===== src/rtl/pipeline_sched.sv =====
// ---------------------------------------------------------------------------
// pipeline_sched
//
// Shares one pipelined processing stage between N_CH sample channels.
// Each channel holds one sample and a pending bit. A round-robin arbiter
// issues one pending sample per cycle to the stage. The channel index of
// every issue is kept in a tag FIFO, so results go back to the owning
// channel strictly in issue order.
//
// Ports
//   clk             rising-edge clock
//   rst             asynchronous active-low reset
//   ch_en           per-channel input strobe
//   ch_sample_i     per-channel input sample, channel k at [32k+31:32k]
//   ch_valid        per-channel one-cycle result strobe
//   ch_sample_o     per-channel result, held between strobes
//   ch_overrun      sticky per-channel overrun flag
//   stage_en        issue strobe to the shared stage
//   stage_sample_i  sample issued to the stage
//   stage_ready     stage accepts an issue while high
//   stage_valid     stage result strobe
//   stage_sample_o  stage result
//   tag_err         sticky: stage result arrived with nothing in flight
// ---------------------------------------------------------------------------
module pipeline_sched #(
    parameter int N_CH      = 4,
    parameter int TAG_DEPTH = 16
) (
    input  logic                 clk,
    input  logic                 rst,
    input  logic [N_CH-1:0]      ch_en,
    input  logic [32*N_CH-1:0]   ch_sample_i,
    output logic [N_CH-1:0]      ch_valid,
    output logic [32*N_CH-1:0]   ch_sample_o,
    output logic [N_CH-1:0]      ch_overrun,
    output logic                 stage_en,
    output logic [31:0]          stage_sample_i,
    input  logic                 stage_ready,
    input  logic                 stage_valid,
    input  logic [31:0]          stage_sample_o,
    output logic                 tag_err
);

    localparam int TAG_W = $clog2(N_CH);
    localparam int PTR_W = $clog2(TAG_DEPTH);
    localparam int CNT_W = PTR_W + 1;

    // Channel index reached by stepping off positions up from base, with wrap.
    function automatic logic [TAG_W-1:0] wrap_idx(input int base, input int off);
        return TAG_W'((base + off) % N_CH);
    endfunction

    logic [31:0]        held_r [N_CH];
    logic [N_CH-1:0]    pending_r;
    logic [N_CH-1:0]    overrun_r;
    logic [TAG_W-1:0]   rr_ptr_r;

    logic [TAG_W-1:0]   tag_mem_r [TAG_DEPTH];
    logic [PTR_W-1:0]   wr_ptr_r;
    logic [PTR_W-1:0]   rd_ptr_r;
    logic [CNT_W-1:0]   count_r;

    logic               stage_en_r;
    logic [31:0]        stage_sample_r;
    logic [N_CH-1:0]    ch_valid_r;
    logic [32*N_CH-1:0] ch_sample_r;
    logic               tag_err_r;

    logic               grant_s;
    logic [TAG_W-1:0]   grant_idx_s;
    logic               issue_s;
    logic               pop_s;
    logic [TAG_W-1:0]   head_tag_s;

    // Round-robin search for the first pending channel at or above rr_ptr.
    always_comb begin
        grant_s     = 1'b0;
        grant_idx_s = '0;
        for (int i = 0; i < N_CH; i++) begin
            if (!grant_s && pending_r[wrap_idx(int'(rr_ptr_r), i)]) begin
                grant_s     = 1'b1;
                grant_idx_s = wrap_idx(int'(rr_ptr_r), i);
            end else begin
                grant_s     = grant_s;
                grant_idx_s = grant_idx_s;
            end
        end
    end

    // A full count blocks issue even when a result pops in the same cycle.
    assign issue_s    = grant_s && stage_ready && (count_r < CNT_W'(TAG_DEPTH));
    assign pop_s      = stage_valid && (count_r != '0);
    assign head_tag_s = tag_mem_r[rd_ptr_r];

    // Per-channel holding registers, pending bits and sticky overrun flags.
    always_ff @(posedge clk or negedge rst) begin
        if (!rst) begin
            pending_r <= '0;
            overrun_r <= '0;
            for (int k = 0; k < N_CH; k++) begin
                held_r[k] <= '0;
            end
        end else begin
            for (int k = 0; k < N_CH; k++) begin
                if (ch_en[k]) begin
                    held_r[k]    <= ch_sample_i[32*k +: 32];
                    pending_r[k] <= 1'b1;
                    // A reload in the issuing cycle replaces nothing unread.
                    if (pending_r[k] && !(issue_s && (grant_idx_s == TAG_W'(k)))) begin
                        overrun_r[k] <= 1'b1;
                    end
                end else if (issue_s && (grant_idx_s == TAG_W'(k))) begin
                    pending_r[k] <= 1'b0;
                end
            end
        end
    end

    // Registered issue to the stage and round-robin pointer advance.
    always_ff @(posedge clk or negedge rst) begin
        if (!rst) begin
            stage_en_r     <= 1'b0;
            stage_sample_r <= '0;
            rr_ptr_r       <= '0;
        end else begin
            stage_en_r <= issue_s;
            if (issue_s) begin
                stage_sample_r <= held_r[grant_idx_s];
                rr_ptr_r       <= (grant_idx_s == TAG_W'(N_CH - 1)) ? '0 : grant_idx_s + TAG_W'(1);
            end
        end
    end

    // Tag FIFO: pushed on issue, popped on a result; pointers wrap naturally.
    always_ff @(posedge clk or negedge rst) begin
        if (!rst) begin
            wr_ptr_r <= '0;
            rd_ptr_r <= '0;
            count_r  <= '0;
            for (int d = 0; d < TAG_DEPTH; d++) begin
                tag_mem_r[d] <= '0;
            end
        end else begin
            if (issue_s) begin
                tag_mem_r[wr_ptr_r] <= grant_idx_s;
                wr_ptr_r            <= wr_ptr_r + PTR_W'(1);
            end
            if (pop_s) begin
                rd_ptr_r <= rd_ptr_r + PTR_W'(1);
            end
            case ({issue_s, pop_s})
                2'b10:   count_r <= count_r + CNT_W'(1);
                2'b01:   count_r <= count_r - CNT_W'(1);
                default: count_r <= count_r;
            endcase
        end
    end

    // Route each stage result to the channel at the FIFO head; flag orphans.
    always_ff @(posedge clk or negedge rst) begin
        if (!rst) begin
            ch_valid_r  <= '0;
            ch_sample_r <= '0;
            tag_err_r   <= 1'b0;
        end else begin
            ch_valid_r <= '0;
            if (stage_valid && (count_r == '0)) begin
                tag_err_r <= 1'b1;
            end
            for (int k = 0; k < N_CH; k++) begin
                if (pop_s && (head_tag_s == TAG_W'(k))) begin
                    ch_valid_r[k]             <= 1'b1;
                    ch_sample_r[32*k +: 32]   <= stage_sample_o;
                end
            end
        end
    end

    assign stage_en       = stage_en_r;
    assign stage_sample_i = stage_sample_r;
    assign ch_valid       = ch_valid_r;
    assign ch_sample_o    = ch_sample_r;
    assign ch_overrun     = overrun_r;
    assign tag_err        = tag_err_r;

endmodule

===== config.mk =====
export PLATFORM = sky130hd
export DESIGN_NAME = pipeline_sched
export DESIGN_NICKNAME = d
export VERILOG_FILES = /design/src/rtl/pipeline_sched.sv
export SDC_FILE = /design/constraint.sdc
export NUM_CORES = 1
export LEC_CHECK = 0
export CAP_MARGIN = 20
export CORE_ASPECT_RATIO = 1.1
export CORE_UTILIZATION = 42
export DETAILED_ROUTE_END_ITERATION = 6
export PLACE_DENSITY = 0.72
export SLEW_MARGIN = 25
export SYNTH_ARGS = -nofsm -noshare
export SYNTH_HDL_FRONTEND = slang
export SYNTH_SLANG_ARGS = --single-unit

===== constraint.sdc =====
create_clock -name clk -period 3.2 [get_ports clk]
set_clock_uncertainty 0.1 [all_clocks]
set_input_delay 0.64 -clock clk [delete_from_list [all_inputs] [get_ports clk]]
set_output_delay 0.64 -clock clk [all_outputs]
set_load 0.02 [all_outputs]

==> results by group <==
Setup path
  – CP required: approximately 3600 ps
  – Worst r2r path cells: 10
  – Startpoint type of the worst setup path: flip-flop
  – Crit Path Class: reg2reg
  – Kind of end point of the critical path: flip-flop
  – Crit path launch: count_r[0]$_DFFE_PN0P_
  – WP data arrival: 3080 ps
  – R2r startpoint: count_r[0]$_DFFE_PN0P_
  – Maximum fanout along the worst path: 4

Clock network
  – H-Tree Depth: 2
  – Clock Tree Root: clkbuf_16
  – # hold bufs at CTS: 0
  – TritonCTS Buffers: 39
  – Clk_lat worst skew: 540 ps
  – CTS max path bufs: 3
  – CTS tree: done
  – CTS clk-pin slew, worst paths: roughly 60 ps
  – # clock sinks: roughly 350
  – Setup repair bufs after CTS: 0
  – Post_cts resized: 0

STA
  – Crit path time final: approximately 2700 ps
  – Worst-Margin Slew: 690.5 ps
  – Min Hold Slack: -7.916 ps
  – Max-Slew Margin vs Limit: 0.5397
  – Max frequency: between 300 and 400 MHz
  – Tcrit/Tclk final: 0.8494
  – Endpoints failing setup: 0
  – RSZ-0062 raised after global routing: no
  – Fin. max-slew vios: 0
  – Hold Fails Final Rpt: 3
  – Setup TNS: 0 ps

Finish
  – Design Area, Final: 0.01984 mm²
  – Fillers: 2768
  – Final Non-Filler Cells: around 1800
  – Share of cells above drive strength 1: 0.2637
  – Layout area overhead: 35.04%
  – Final net count: roughly 1500
  – FF+latch area: 0.008733 mm²
  – Diode count: 0
  – Final core occ: 0.5787
  – Multi-input gate area: 0.005543 mm²

Power
  – Peak supply drop: a little over 0.5 mV
  – Clock power share: 0.211
  – Internal power: ~13 mW
  – Seq pwr share: 0.334
  – Sw Share: 0.3502
  – Total chip power: ~21 mW
  – PwrDens: 1039 mW/mm²
  – Combinational share of power: 0.455
  – Switch Pwr: around 7.2 mW
  – Leakage: 8.778 nW

Detailed routing
  – DR vias: about 9500
  – 1st-iter DRT viols: approximately 400
  – Vias per inst: between 5 and 6
  – First-pass detailed-route iteration total: 5
  – DRC viols: 0
  – Final antenna-violating net count: 0
  – Wire per inst: 19.93 µm
  – Drt total wl: roughly 36000 µm

Synthesis
  – Post-synth EDFFs: 0
  – Ys flop type: dfrtp_1
  – Async SR Flop Fraction: 1.000
  – Synth area leader: dfrtp_1
  – Seq cells post-synth: roughly 350
  – Top-area cell type share of the netlist area: 0.5943
  – Unique masters post-synth: 49
  – Mapped Cells: approximately 1000
  – Ys Warns: 0
  – Post-synthesis sequential area ratio: 0.5943
  – Synthesized cell area: roughly 0.015 mm²
  – Most common cell in the netlist: dfrtp_1
  – Post-Syn Nets: around 1200
  – Syn Area/Cell: ~15 µm²
  – Top cells by count, synth: dfrtp_1 (349), mux2_2 (197), nand2_1 (79), mux2i_1 (76), mux2_4 (58)
  – Area contributors post-synth: dfrtp_1 (59%), mux2_2 (15%), mux2_4 (5.9%), mux2i_1 (5.2%), nand2_1 (2.0%)

GRT
  – Largest net degree at the start of global routing: slightly below 80
  – Vias in the first global route: 9853
  – Total grt overflow: 0
  – Initial antenna violation count: 1
  – Wire length of the first global-routing pass: 56990 µm
  – GRT Total Usage: 0.2054

Placement
  – Placed cell areas: 0.01861 mm²
  – I/O Buffers: roughly 340
  – Final HPWL DP: approximately 25000 µm
  – Placed Instances: approximately 1800
  – RePlAce Congestion: between 0.7 and 0.8

Die
  – Die width: 180.3 µm
  – I/O pin total: 338
  – Core ar.: 0.03429 mm²
  – Die extent in y: a little under 200 µm
  – Initial Utilization: 0.4285
  – Site row count: 71
  – Die Area: 0.03574 mm²

Flow run
  – Maxcap violations: 0

Worst hold path
  – Class of the worst hold path: in2async

Status
  – Status: finished with violations
  – Failing checks: hold timing
==> placed cells by master (no fill, tap or decap), drive strengths merged <==
cell           instances
dfrtp                349
a21o                   6
or2                    4
o22a                   1
a22oi                  4
nand4                  7
ha                    13
mux2i                 77
or4                    2
nor3b                  1
nor2                   6
nand3                 12
nand2                 79
xor2                   5
o21a                   4
a21boi                 5
a21bo                  1
and2                   1
mux4                   4
nand4b                 1
nand3b                 1
buf                   38
a2bb2oi                1
o221ai                32
clkbuf                52
o21ai                 39
o21bai                 2
mux2                 257
a31oi                  1
o211ai                 2
o22ai                  1
nand2b                 1
inv                   13
clkinv                12
clkdlybuf4s50        332
a21oi                  7
nor2b                  5
bufinv                 3
xnor2                  7
==> worst max-delay path, stage by stage (launching register included) <==
cell and delay [ps]:
dfrtp_1 430, or4_4 570, o21a_1 200, ha_1 210, xor2_1 150, ha_1 220
o21a_1 180, o21ai_0 170, o21bai_1 100, mux2i_1 180, xnor2_1 130
==> registers in the layout, summed over array words and instances, names as in the netlist <==
register        count
ch_overrun          4
ch_sample_o       128
ch_valid            4
count_r             5
held_r            128
pending_r           4
rd_ptr_r            4
rr_ptr_r            2
stage_en            1
stage_sample_i     32
tag_err             1
tag_mem_r          32
wr_ptr_r            4
==> through the flow <==
stage	setup slack, ps	hold WS [ps]
after floorplan	96.82	244.4
after global placement	391.4	340.4
after global routing	373.3	32.21
after CTS	491.6	9.914
final	481.8	-7.916
after detailed placement	390.1	342.9
==> routing by layer <==
layer  share of wire  global-route usage
met2            0.47              0.3349
met3           0.080             0.06419
met5         0.00047                   0
met1            0.43              0.2640
met4           0.020             0.05698
==> kinds of logic after synthesis <==
| kind of cell | after synthesis | share of synthesized area |
|---|---|---|
| muxes | 338 | 0.2711 |
| and+or+nand+nor | 120 | 0.03636 |
| adders and majority gates | 13 | 0.01107 |
| buffers and inverters | 71 | 0.02895 |
| xor gates and xnor gates | 12 | 0.007153 |
| DFF | 349 | 0.5943 |
| AOI/OAI and AO/OA | 106 | 0.05101 |
==> layout make-up <==
| class | instances | area share |
|---|---|---|
| flip-flops and latches | 349 | 0.4401 |
| multi-input cells | 589 | 0.2793 |
| inverters | 10 | 0.002018 |
| clock inverters | 18 | 0.009080 |
| clock buffers | 52 | 0.05316 |
| well taps | 438 | 0.02762 |
| repair buffers | 370 | 0.1887 |
==> power by group through the flow <==
| stage | Clock [mW] | Combinational, mW | Sequential [mW] |
|---|---|---|---|
| CTS | 4.48 | 9.48 | 6.89 |
| global route | 4.64 | 9.95 | 7.09 |
| finish | 4.35 | 9.38 | 6.89 |
| global placement | 0 | 9.26 | 6.90 |
| detailed placement | 0 | 9.46 | 6.96 |
| floorplan | 0 | 4.78 | 7.95 |
==> path summary, 6_finish.rpt <==
kind,endpoint,slack [ps]
min in group clk,tag_err$_DFFE_PN0P_,350
setup reg to reg,count_r[4]$_DFFE_PN0P_,480
hold / removal,ch_sample_o[22]$_DFFE_PN0P_,-8
setup / recovery,count_r[4]$_DFFE_PN0P_,480
max in group asynchronous,ch_overrun[3]$_DFFE_PN0P_,2140
hold reg to reg,tag_err$_DFFE_PN0P_,350
Power figures use the tool's default switching activity.
